`src/rtl/fetch_stage.sv`:
```
// LEGv8 instruction-fetch stage: owns the PC, the ready-based imem request and the IF/ID register.
// A stalled fetch is parked in a one-word buffer; a redirect during a pending fetch drains the stale request.
module fetch_stage #(
    parameter int             N        = 64,
    parameter logic [N-1:0]   PC_RESET = '0
) (
    input  logic          clk,
    input  logic          reset,
    input  logic          stall,
    input  logic          PCSrc,
    input  logic [N-1:0]  PCBranch,
    output logic          imem_req,
    output logic [N-1:0]  imem_addr,
    input  logic          imem_ready,
    input  logic [31:0]   imem_rdata,
    output logic [N-1:0]  ID_pc,
    output logic [31:0]   ID_instr,
    output logic          ID_valid
);

    typedef enum logic [1:0] {
        FETCH = 2'd0,
        HOLD  = 2'd1,
        DRAIN = 2'd2
    } state_t;

    state_t         state_q, state_d;
    logic [N-1:0]   pc_q, pc_d;
    logic [N-1:0]   drain_addr_q, drain_addr_d;
    logic [31:0]    buf_instr_q, buf_instr_d;
    logic [N-1:0]   id_pc_q, id_pc_d;
    logic [31:0]    id_instr_q, id_instr_d;
    logic           id_valid_q, id_valid_d;
    logic [N-1:0]   pc_inc_s;

    assign pc_inc_s = pc_q + {{(N-3){1'b0}}, 3'b100};

    // Next-state and IF/ID update for every state / input combination
    always_comb begin
        state_d      = state_q;
        pc_d         = pc_q;
        drain_addr_d = drain_addr_q;
        buf_instr_d  = buf_instr_q;
        id_pc_d      = id_pc_q;
        id_instr_d   = id_instr_q;
        id_valid_d   = id_valid_q;
        case (state_q)
            FETCH: begin
                if (PCSrc) begin
                    pc_d       = PCBranch;
                    id_instr_d = 32'd0;
                    id_valid_d = 1'b0;
                    if (imem_ready) begin
                        state_d = FETCH;
                    end else begin
                        state_d      = DRAIN;
                        drain_addr_d = pc_q;
                    end
                end else if (imem_ready) begin
                    if (stall) begin
                        buf_instr_d = imem_rdata;
                        state_d     = HOLD;
                    end else begin
                        id_pc_d    = pc_q;
                        id_instr_d = imem_rdata;
                        id_valid_d = 1'b1;
                        pc_d       = pc_inc_s;
                    end
                end else if (!stall) begin
                    id_instr_d = 32'd0;
                    id_valid_d = 1'b0;
                end else begin
                    state_d = FETCH;
                end
            end
            HOLD: begin
                if (PCSrc) begin
                    buf_instr_d = 32'd0;
                    pc_d        = PCBranch;
                    id_instr_d  = 32'd0;
                    id_valid_d  = 1'b0;
                    state_d     = FETCH;
                end else if (stall) begin
                    state_d = HOLD;
                end else begin
                    id_pc_d    = pc_q;
                    id_instr_d = buf_instr_q;
                    id_valid_d = 1'b1;
                    pc_d       = pc_inc_s;
                    state_d    = FETCH;
                end
            end
            DRAIN: begin
                // IF/ID is already a bubble on entry; it stays one until the drain ends
                if (PCSrc || !stall) begin
                    id_instr_d = 32'd0;
                    id_valid_d = 1'b0;
                end else begin
                    id_valid_d = id_valid_q;
                end
                if (PCSrc) begin
                    pc_d = PCBranch;
                end else begin
                    pc_d = pc_q;
                end
                if (imem_ready) begin
                    state_d = FETCH;
                end else begin
                    state_d = DRAIN;
                end
            end
            default: begin
                state_d = FETCH;
            end
        endcase
    end

    // State, PC, buffer and IF/ID registers
    always_ff @(posedge clk or posedge reset) begin
        if (reset) begin
            state_q      <= FETCH;
            pc_q         <= PC_RESET;
            drain_addr_q <= '0;
            buf_instr_q  <= 32'd0;
            id_pc_q      <= '0;
            id_instr_q   <= 32'd0;
            id_valid_q   <= 1'b0;
        end else begin
            state_q      <= state_d;
            pc_q         <= pc_d;
            drain_addr_q <= drain_addr_d;
            buf_instr_q  <= buf_instr_d;
            id_pc_q      <= id_pc_d;
            id_instr_q   <= id_instr_d;
            id_valid_q   <= id_valid_d;
        end
    end

    assign imem_req  = ~reset & (state_q != HOLD);
    assign imem_addr = (state_q == DRAIN) ? drain_addr_q : pc_q;
    assign ID_pc     = id_pc_q;
    assign ID_instr  = id_instr_q;
    assign ID_valid  = id_valid_q;

endmodule

```
`config.mk`:
```
export PLATFORM = sky130hd
export DESIGN_NAME = fetch_stage
export DESIGN_NICKNAME = d
export VERILOG_FILES = /design/src/rtl/fetch_stage.sv
export SDC_FILE = /design/constraint.sdc
export NUM_CORES = 1
export LEC_CHECK = 0
export CAP_MARGIN = 0
export CELL_PAD_IN_SITES_DETAIL_PLACEMENT = 2
export CELL_PAD_IN_SITES_GLOBAL_PLACEMENT = 2
export CORE_MARGIN = 1.5
export CORE_UTILIZATION = 29
export DETAILED_ROUTE_END_ITERATION = 6
export GPL_TIMING_DRIVEN = 0
export PLACE_DENSITY = 0.79
export SETUP_SLACK_MARGIN = 0.02
export SLEW_MARGIN = 20
export SYNTH_ARGS = -nofsm -noshare
export SYNTH_HDL_FRONTEND = slang
export SYNTH_SLANG_ARGS = --single-unit
```
`constraint.sdc`:
```
create_clock -name clk -period 9.9 [get_ports clk]
set_input_delay 2.97 -clock clk [delete_from_list [all_inputs] [get_ports clk]]
set_output_delay 2.97 -clock clk [all_outputs]
set_load 0.005 [all_outputs]
```
# After elaboration in Yosys (flattened, before gate mapping)
# Cells that the tools add are included.
dict set report classes {
  n_lt_le_gt_ge 0
  bitwise_logic 3
  n_mux 40
  reduce_logical 11
  n_addsub 1
  mul 0
  n_shift 0
  n_eq_ne 15
  div_mod_pow 0
}
# op count
set ops {}
lappend ops {{64-bit two-way mux} 10}
lappend ops {{32-bit two-way mux} 11}
lappend ops {{64-bit case mux with 3 select lines} 1}
lappend ops {{64-bit case mux with 2 select lines} 1}
lappend ops {{32-bit case mux with 3 select lines} 1}
lappend ops {{64-bit by 3-bit adder with 64-bit output, second input constant} 1}
lappend ops {{32-bit case mux with 2 select lines} 1}
lappend ops {{2-bit != test, second input constant} 7}
lappend ops {{3-bit != test, second input constant} 4}
lappend ops {{2-bit two-way mux} 5}
lappend ops {{3-bit AND reduction} 3}
lappend ops {{1-bit two-way mux} 8}
lappend ops {{4-bit AND reduction} 2}
lappend ops {{2-bit case mux with 3 select lines} 1}
lappend ops {{5-bit AND reduction} 1}
lappend ops {{4-bit != test, second input constant} 1}
lappend ops {{1-bit case mux with 3 select lines} 1}
lappend ops {{3-bit nonzero test} 1}
lappend ops {{2-bit by 1-bit == test with 1-bit output, second input constant} 1}
lappend ops {{2-bit == test, second input constant} 1}
lappend ops {{2-bit logical NOT} 1}
lappend ops {{2-bit by 1-bit != test with 1-bit output, second input constant} 1}
lappend ops {{1-bit NOT} 2}
lappend ops {{2-bit nonzero test} 1}
lappend ops {{3 further kinds} 3}
dict set report totals {
  ff_bits 259
  latchBits 0
  mem_bits_rw 0
  mem_count 0
  mem_bits_ro 0
}

# Logic depth before layout (Yosys ltp)
# Gate-level depths: netlist of the first run.
dict set report depth {
  word_depth 5
  ltp_mapped 10
  depth_no_buf 7
}

# Worst setup path before layout of the first run
# OpenSTA, ideal clock, no wires.
dict set report synth_timing {
  kind {input to output}
  from {input port reset}
  to {output port imem_req}
  t_arrival_ns 3.065
  path_stages 1
  required_ns 6.930
  n_path_buf 0
  setup_slack_ns 3.865
  path_cell_list {nor2_1}
}
dict set report synth_via {
  elab_chain_cells 2
}
# item line_no
set synth_rtl {}
lappend synth_rtl {{start: declaration} 8} ;# input logic reset,
lappend synth_rtl {{1-bit NOT} 139} ;# assign imem_req = ~reset & (state_q != HOLD);
lappend synth_rtl {{1-bit AND} 139}
lappend synth_rtl {{end: declaration} 12} ;# output logic imem_req,
# No other way between the ends.

# Worst setup path in the final report of the first run
# Ends and elaborated chain as after synthesis.

==> reports/qor.txt, run 1 <==
outcome = finished, final reports clean
fin nets = 1650
Fin. Hold Viols = 0
global route overflow = 0
final setup vio count = 0
Post-Synthesis Cell Area = 12800 sq um
Req. time, crit path = 6.93 ns
first-pass GRT wire length = 80400 um
RSZ-0062 raised after global routing = no
power density cells = 268 nW/um^2
maximum root-to-sink buffer count = 3
Via density = 5.35
placed inst area = 16400 sq um
Die X = 213 um
post-route clock period utilization = 71.1%
via count = 11500
clock skew = 0.0253 ns
Num CTS Buffers = 31
CP startpoint kind = input port
drt pass-1 iters = 6
critical path arrival = 4.07 ns
fin. max-slew vios = 0
Synth top area share = 50.5%
dpl hpwl = 38700 um
I/O pin count = 263
Post-synth ARST share = 100%
Util after Layout = 40.1%
1st-iter DRT viols = 584
synthesized instance count = 1241
GP Congestion = 0.888
final wirelength = 53300 um
area delta synth->final = 35.3%
CP peak stage delay = 0.51 ns
non-filler cells, final = 2153
Synth warnings = 0
drc violations = 0
Hold-fix buffers, CTS = 0
max_slew headroom = 24.9%
clk root buf = clkbuf_16
layout cells sized above 1 = 16.8%
initial antenna violation count = 2
slowest CP cell = clkdlybuf4s50_1
number of global-route vias before repair = 12800
worst-skew pair later-pin latency = 0.58 ns
Sinks on Clock Net = 259
Worst Tran Pin Value = 1.13 ns
ys flop type = dfrtp_1
post-CTS resize count = 0
sequential area share after synthesis = 50.5%
commonest non-fill, non-tap cell in the layout = clkdlybuf4s50_1
PortBufs = 261
Clock transition at path regs = 0.06 ns
worst min path class = flip-flop to flip-flop
GRT Overall Usage = 23.3%
H-tree levels = 1
Routed WL per cell = 24.7 um
core area = 43400 sq um
Mean Syn Cell Area = 10.3 sq um
largest net degree at the start of global routing = 35
post-route cell area = 17400 sq um
worst path cell trace = clkdlybuf4s50_1, nor2_1, clkdlybuf4s50_1
Pleak = 0.00695 uW
peak supply drop = 0.133 mV
main area contributors after synthesis = dfrtp_1, mux2_2, nand2_1
n_diodes = 0
Die Ht = 213 um
setup TNS = 0 ns
Seq cells post-synth = 259
placed cell count = 2096
Initial Util = 29.6%
CP max FO = 2
Fill cells = 4654
Crit. End Element = output port
die area = 45600 sq um
largest area contributor in the netlist = dfrtp_1
ANT nets after route = 0
most frequent cells in the layout = clkdlybuf4s50_1, dfrtp_1, mux2_2, nand2_1, a21oi_1
EDFF count, synth = 0
Tot Pwr = 4660 uW
FMAX = 142 MHz
Cell Rows = 76
CTS tree = yes
clock period minus final worst setup slack = 7.04 ns
setup bufs post-CTS = 0
Max Cap Viol = 0
Netlist cell types = 64
CP dominant cell by count = clkdlybuf4s50_1
critical path class = input port to output port
Post-Syn Nets = 1347
layer usage:
layer  share of wire (%)  track usage [%]  wire (um)  vias up
met5               0.051                0         27        -
met4                 2.9             7.09       1550        4
met3                 6.1             4.36       3230       95
met2                  49             39.8      25900      359
met1                  42             29.9      22500     5897
li1                    -                -          -     5161
power by group:
part / switching (uW) / total (uW) / internal [uW]
registers: 326 / 1800 / 1470
clock network: 472 / 1140 / 666
logic: 781 / 1720 / 940
total: 1580 / 4660 / 3080
through the flow:
stage / setup WS [ns] / hold WS, ns
floorplan: 3.52 / 0.439
global placement: 1.20 / 0.450
detailed placement: 2.87 / 0.459
CTS: 2.75 / 0.471
global route: 2.67 / 0.501
finish: 2.86 / 0.472
registers in the layout, indices dropped and copies added (netlist names):
signal / flops
ID_instr: 32
ID_pc: 64
ID_valid: 1
buf_instr_q: 32
drain_addr_q: 64
pc_q: 64
state_q: 2
cells by family after synthesis:
logic type      count (synthesis)  share of synthesized area (%)
mux                           176                           15.4
buf+inv                       113                           3.50
simple gates                  423                           17.2
compound gates                265                           13.0
fa+ha+maj                       5                          0.487
flops                         259                           50.5
worst max-delay path, delay by kind of cell:
kind,cells,cell delay [ns]
buffers and inverters,2,0.97
and+or+nand+nor,1,0.12
synth_stat cells, types with 3 or more instances:
library cell	n
a32o_1	3
nand2b_1	3
mux2i_1	4
or4_1	7
ha_1	5
o311ai_0	5
nand4_1	35
o31ai_1	3
buf_1	8
clkbuf_1	77
or2_2	5
inv_1	12
a311oi_1	3
nor3_1	19
a31oi_1	7
buf_2	13
o211ai_1	8
a211oi_1	8
dfrtp_1	259
and3_1	9
nand3b_1	33
o22ai_1	15
nor4_1	8
o22a_1	3
nand2_1	140
a21oi_1	91
o21ai_0	52
a21o_1	3
nand3_1	41
nor2_1	72
o21a_1	3
and2_1	5
a2bb2oi_1	6
mux2_2	172
a22oi_1	35
and4_1	11
a41o_1	4
o31a_1	3
or3_1	17
nor3b_1	4
final timing paths:
path / startpoint / to / slack, ns / cells after the start
max: reset / imem_req / 2.86 / 3
min: buf_instr_q[27]$_DFFE_PP0P_ / buf_instr_q[27]$_DFFE_PP0P_ / 0.47 / 2
max reg2reg: state_q[0]$_DFFE_PP0P_ / pc_q[25]$_DFFE_PP0P_ / 6.44 / 8
min reg2reg: buf_instr_q[27]$_DFFE_PP0P_ / buf_instr_q[27]$_DFFE_PP0P_ / 0.47 / 2
max in group asynchronous: reset / ID_pc[25]$_DFFE_PP0P_ / 5.97 / 6
min in group asynchronous: reset / ID_instr[2]$_DFFE_PP0P_ / 2.76 / 2
final cells by class:
| class | instances | area (sq um) | share of cell area, % |
|---|---|---|---|
| multi-input combinational | 869 | 5910 | 34.0 |
| clock buffer | 44 | 875 | 5.03 |
| buffer | 101 | 404 | 2.33 |
| tap | 585 | 732 | 4.21 |
| timing repair buffer | 270 | 2790 | 16.1 |
| clock inverter | 13 | 128 | 0.735 |
| inverter | 12 | 48.8 | 0.281 |
| sequential | 259 | 6480 | 37.3 |
Power figures use the tool's default switching activity.
==> run 2: changes to the inputs <==
clock period = 6.1 ns   (was 9.9 ns; I/O delays follow)
==> run 2 against run 1 <==
Compared with the run above: via count rose by 0.19%; sequential power rose by 62%; sequential share of layout area did not move; hold slack barely moved; final area did not move; clock skew barely moved; combinational power rose by 62%; core utilization did not move; first-iteration DRC count fell by 1.0%.
==> reports/qor.txt, run 2 (same netlist as run 1, synthesis figures left out) <==
outcome = finished, final reports clean
final setup vio count = 0
Hold-fix buffers, CTS = 0
global route overflow = 0
CP max FO = 10
Worst R2R Start = state_q[0]$_DFFE_PP0P_
initial antenna violation count = 2
Die X = 213 um
met3 usage = 4.36%
number of global-route vias before repair = 12800
global-route met1 utilization = 29.9%
worst path cell trace = inv_1, ha_1, clkbuf_1, buf_1, buf_1, mux2_2, clkdlybuf4s50_1
CP peak stage delay = 0.86 ns
Critical path origin = state_q[0]$_DFFE_PP0P_
Crit. End Element = output port
CP startpoint kind = flip-flop
setup TNS = 0 ns
met2 GRT Util = 39.8%
drc violations = 0
layout cells sized above 1 = 16.8%
maximum root-to-sink buffer count = 3
Util after Layout = 40.1%
1st-iter DRT viols = 578
GRT Overall Usage = 23.3%
Max Cap Viol = 0
Fin. Hold Viols = 0
worst min path class = flip-flop to flip-flop
area delta synth->final = 35.3%
placed cell count = 2096
CTS tree = yes
crit-path leading delay family = buffers and inverters
Via density = 5.36
GP Congestion = 0.888
instance count on the critical path = 7
power density cells = 435 nW/um^2
peak supply drop = 0.214 mV
Clock transition at path regs = 0.06 ns
most frequent cells in the layout = clkdlybuf4s50_1, dfrtp_1, mux2_2, nand2_1, a21oi_1
clock skew = 0.0249 ns
clock period minus final worst setup slack = 5.84 ns
Cell Rows = 76
Worst Tran Pin Value = 1.09 ns
RSZ-0062 raised after global routing = no
flop-to-flop setup slack = 2.65 ns
Routed WL per cell = 24.7 um
fin. max-slew vios = 0
Die Ht = 213 um
reg2reg end = pc_q[25]$_DFFE_PP0P_
Tot Pwr = 7550 uW
max_slew headroom = 27.1%
final wirelength = 53200 um
Final WS setup = 0.262 ns
PortBufs = 261
via count = 11500
worst-skew pair later-pin latency = 0.58 ns
pre-CTS setup slack = 0.755 ns
largest net degree at the start of global routing = 35
GR peak layer = met2
fin nets = 1650
clk root buf = clkbuf_16
H-tree levels = 1
core area = 43400 sq um
setup bufs post-CTS = 0
Sinks on Clock Net = 259
critical path class = flip-flop to output port
Req. time, crit path = 4.27 ns
CP dominant cell by count = buf_1
non-filler cells, final = 2153
worst setup path end = imem_addr[57]
post-route clock period utilization = 95.7%
drt pass-1 iters = 5
n_diodes = 0
Initial Util = 29.6%
FMAX = 171 MHz
first-pass GRT wire length = 80400 um
R2R cell count = 8
slowest CP cell = buf_1
ANT nets after route = 0
Pleak = 0.00695 uW
post-CTS resize count = 0
commonest non-fill, non-tap cell in the layout = clkdlybuf4s50_1
die area = 45600 sq um
I/O pin count = 263
critical path arrival = 4.01 ns
Num CTS Buffers = 31
buffers plus inverters on the worst setup path = 5
dpl hpwl = 38700 um
## run 2: how the worst min path moves through the flow
stage / to / from / cells past startpoint / slack (ns)
finish: buf_instr_q[27]$_DFFE_PP0P_ / buf_instr_q[27]$_DFFE_PP0P_ / 2 / 0.47
global route: buf_instr_q[22]$_DFFE_PP0P_ / buf_instr_q[22]$_DFFE_PP0P_ / 2 / 0.50
CTS: buf_instr_q[22]$_DFFE_PP0P_ / buf_instr_q[22]$_DFFE_PP0P_ / 2 / 0.47
detailed placement: buf_instr_q[22]$_DFFE_PP0P_ / buf_instr_q[22]$_DFFE_PP0P_ / 2 / 0.46
global placement: buf_instr_q[22]$_DFFE_PP0P_ / buf_instr_q[22]$_DFFE_PP0P_ / 2 / 0.45
floorplan: buf_instr_q[0]$_DFFE_PP0P_ / buf_instr_q[0]$_DFFE_PP0P_ / 2 / 0.44
## run 2: cell type report
type	instances	area [sq um]
Sequential cell	259	6480
Clock buffer	44	875
Timing Repair Buffer	270	2790
Clock inverter	13	128
Tap cell	585	732
Fill cell	4654	26000
Inverter	12	48.8
Multi-Input combinational cell	869	5910
Buffer	101	404
## run 2: metrics by stage
stage                     cell area, sq um  hold WS [ns]
after floorplan                      12800         0.439
after global placement               16200         0.450
after detailed placement             16400         0.459
after CTS                            17400         0.471
after global routing                 17400         0.501
final                                17400         0.472
## run 2: routing by layer
metal,part of all wire (%),up-vias
met4,2.9,4
met1,42,5927
met3,6.0,97
met5,0.051,-
met2,49,354
li1,-,5156
## run 2: tightest hold or removal path, delay by kind of cell (launching register included)
family           cells  cell delay (ns)
flip-flops           1             0.34
AND/OR/NAND/NOR      2             0.10
## run 2: power by group
part | leakage [uW] | internal [uW] | total, uW | switching [uW]
sequential | 0.00310 | 2390 | 2920 | 529
combinational | 0.00336 | 1530 | 2790 | 1270
clock | 0.000498 | 1080 | 1840 | 763
==> run 3: changes to the inputs <==
CORE_UTILIZATION = 33   (was 29)
PLACE_DENSITY = 0.84   (was 0.79)
clock period = 6.05 ns   (was 6.1 ns; I/O delays follow)
==> run 3 against run 2 <==
Compared with the run above: sequential share of layout area is 0.11 points higher; clock power hardly changed; non-clock buffer count is 1 higher; clock skew is 0.012 ns lower; largest power group unchanged; critical endpoint is now imem_addr[62]; sequential power is 1% higher; combinational power is 3% higher; largest cell class unchanged; register-to-register slack worse by 0.15 ns; worst setup slack better by 0.050 ns.
==> reports/qor.txt, run 3 (same netlist as run 1, synthesis figures left out) <==
FMAX = 174 MHz
PortBufs = 261
CP startpoint kind = flip-flop
worst-skew pair later-pin latency = 0.57 ns
setup bufs post-CTS = 0
Die Ht = 200 um
I/O pin count = 263
RSZ-0062 raised after global routing = no
first-pass GRT wire length = 84300 um
setup TNS = 0 ns
commonest non-fill, non-tap cell in the layout = clkdlybuf4s50_1
slowest CP cell = clkbuf_1
drc violations = 0
worst min path class = flip-flop to flip-flop
post-CTS resize count = 0
number of global-route vias before repair = 13400
1st-iter DRT viols = 702
GR peak layer = met2
post-route clock period utilization = 94.8%
drt pass-1 iters = 5
clk root buf = clkbuf_16
CP dominant cell by count = clkbuf_1
critical path class = flip-flop to output port
layout cells sized above 1 = 16.7%
global-route met1 utilization = 33.3%
clock skew = 0.0134 ns
initial antenna violation count = 4
Die X = 200 um
Routed WL per cell = 26.2 um
fin nets = 1650
Pleak = 0.00696 uW
H-tree levels = 1
via count = 11800
peak supply drop = 0.188 mV
die area = 40100 sq um
Sw Ratio = 34.3%
final wirelength = 54700 um
outcome = finished, final reports clean
CP max FO = 10
critical path arrival = 3.92 ns
Flop pwr share = 38.4%
met3 usage = 5.32%
max_slew headroom = 33.7%
Clock transition at path regs = 0.06 ns
Worst Tran Pin Value = 0.985 ns
placed inst area = 16300 sq um
most frequent cells in the layout = clkdlybuf4s50_1, dfrtp_1, mux2_2, nand2_1, a21oi_1
core area = 38600 sq um
Tot Pwr = 7700 uW
Via density = 5.67
area delta synth->final = 34.9%
GRT Overall Usage = 27.1%
placed cell count = 2030
maximum root-to-sink buffer count = 3
met2 GRT Util = 46.2%
CP peak stage delay = 0.76 ns
clock network power share = 24.3%
Num CTS Buffers = 30
final setup vio count = 0
combinational power share = 37.3%
non-filler cells, final = 2088
global route overflow = 0
CTS tree = yes
fin. max-slew vios = 0
Sinks on Clock Net = 259
Req. time, crit path = 4.24 ns
power density cells = 444 nW/um^2
Max Cap Viol = 0
Hold-fix buffers, CTS = 0
GP Congestion = 0.878
internal power = 5060 uW
Fin. Hold Viols = 0
largest net degree at the start of global routing = 34
Crit. End Element = output port
sw power = 2640 uW
clock period minus final worst setup slack = 5.74 ns
Initial Util = 33.3%
ANT nets after route = 0
Cell Rows = 72
dpl hpwl = 38900 um
post-route cell area = 17300 sq um
worst path cell trace = inv_1, ha_1, clkbuf_1, clkbuf_1, buf_1, mux2_2, clkdlybuf4s50_1
run 3: cell count changes in the layout (fill, tap and decap cells not counted):
cell	change
buf_12	-1
clkbuf_8	-1
clkinvlp_4	-1
bufinv_16	+1
inv_8	-1
inv_6	-1
buf_1	-1
buf_16	+2
diode_2	+5
run 3: metal layers:
metal | wire length (um) | share of wire, %
met4 | 1950 | 3.6
met5 | 0 | 0
met2 | 27100 | 50
met1 | 22200 | 41
met3 | 3360 | 6.2
run 3: final timing paths:
check,from,endpoint,slack [ns],depth (start not counted)
worst max-delay path,state_q[0]$_DFFE_PP0P_,imem_addr[62],0.31,7
worst min-delay path,buf_instr_q[23]$_DFFE_PP0P_,buf_instr_q[23]$_DFFE_PP0P_,0.47,2
worst max register to register,state_q[0]$_DFFE_PP0P_,pc_q[5]$_DFFE_PP0P_,2.50,8
worst min register to register,buf_instr_q[23]$_DFFE_PP0P_,buf_instr_q[23]$_DFFE_PP0P_,0.47,2
max in group asynchronous,reset,ID_pc[31]$_DFFE_PP0P_,3.51,5
min in group asynchronous,reset,ID_instr[4]$_DFFE_PP0P_,1.60,2
run 3: worst max-delay path, delay by kind of cell (launching register included):
| family | cells | cell delay (ns) |
|---|---|---|
| buf+inv | 5 | 2.32 |
| flops | 1 | 0.45 |
| mux | 1 | 0.41 |
| fa+ha+maj | 1 | 0.16 |
run 3: power groups by stage:
stage | clock network (uW) | logic [uW] | registers, uW
floorplan | 0 | 1320 | 2790
global placement | 0 | 2690 | 2880
detailed placement | 0 | 2850 | 2950
CTS | 1900 | 2890 | 2950
global route | 1970 | 3090 | 3040
finish | 1870 | 2870 | 2960
run 3: stage by stage:
stage / hold slack, ns / setup WS (ns) / util, %
after floorplan: 0.439 / 0.821 / -
after global placement: 0.450 / -1.41 / 41.8
after detailed placement: 0.460 / 0.892 / 42.3
after CTS: 0.474 / 0.256 / 44.9
after global routing: 0.508 / 0.182 / 44.9
final: 0.471 / 0.312 / 44.9
run 3: final cells by class:
type                       instances  area [sq um]
antenna                            5          12.5
buffer                           101           404
clock buffer                      42           857
clock inverter                    11           130
fill                            4136         21200
inverter                          12          48.8
multi-input combinational        869          5910
sequential                       259          6480
tap                              518           648
timing repair buffer             271          2830
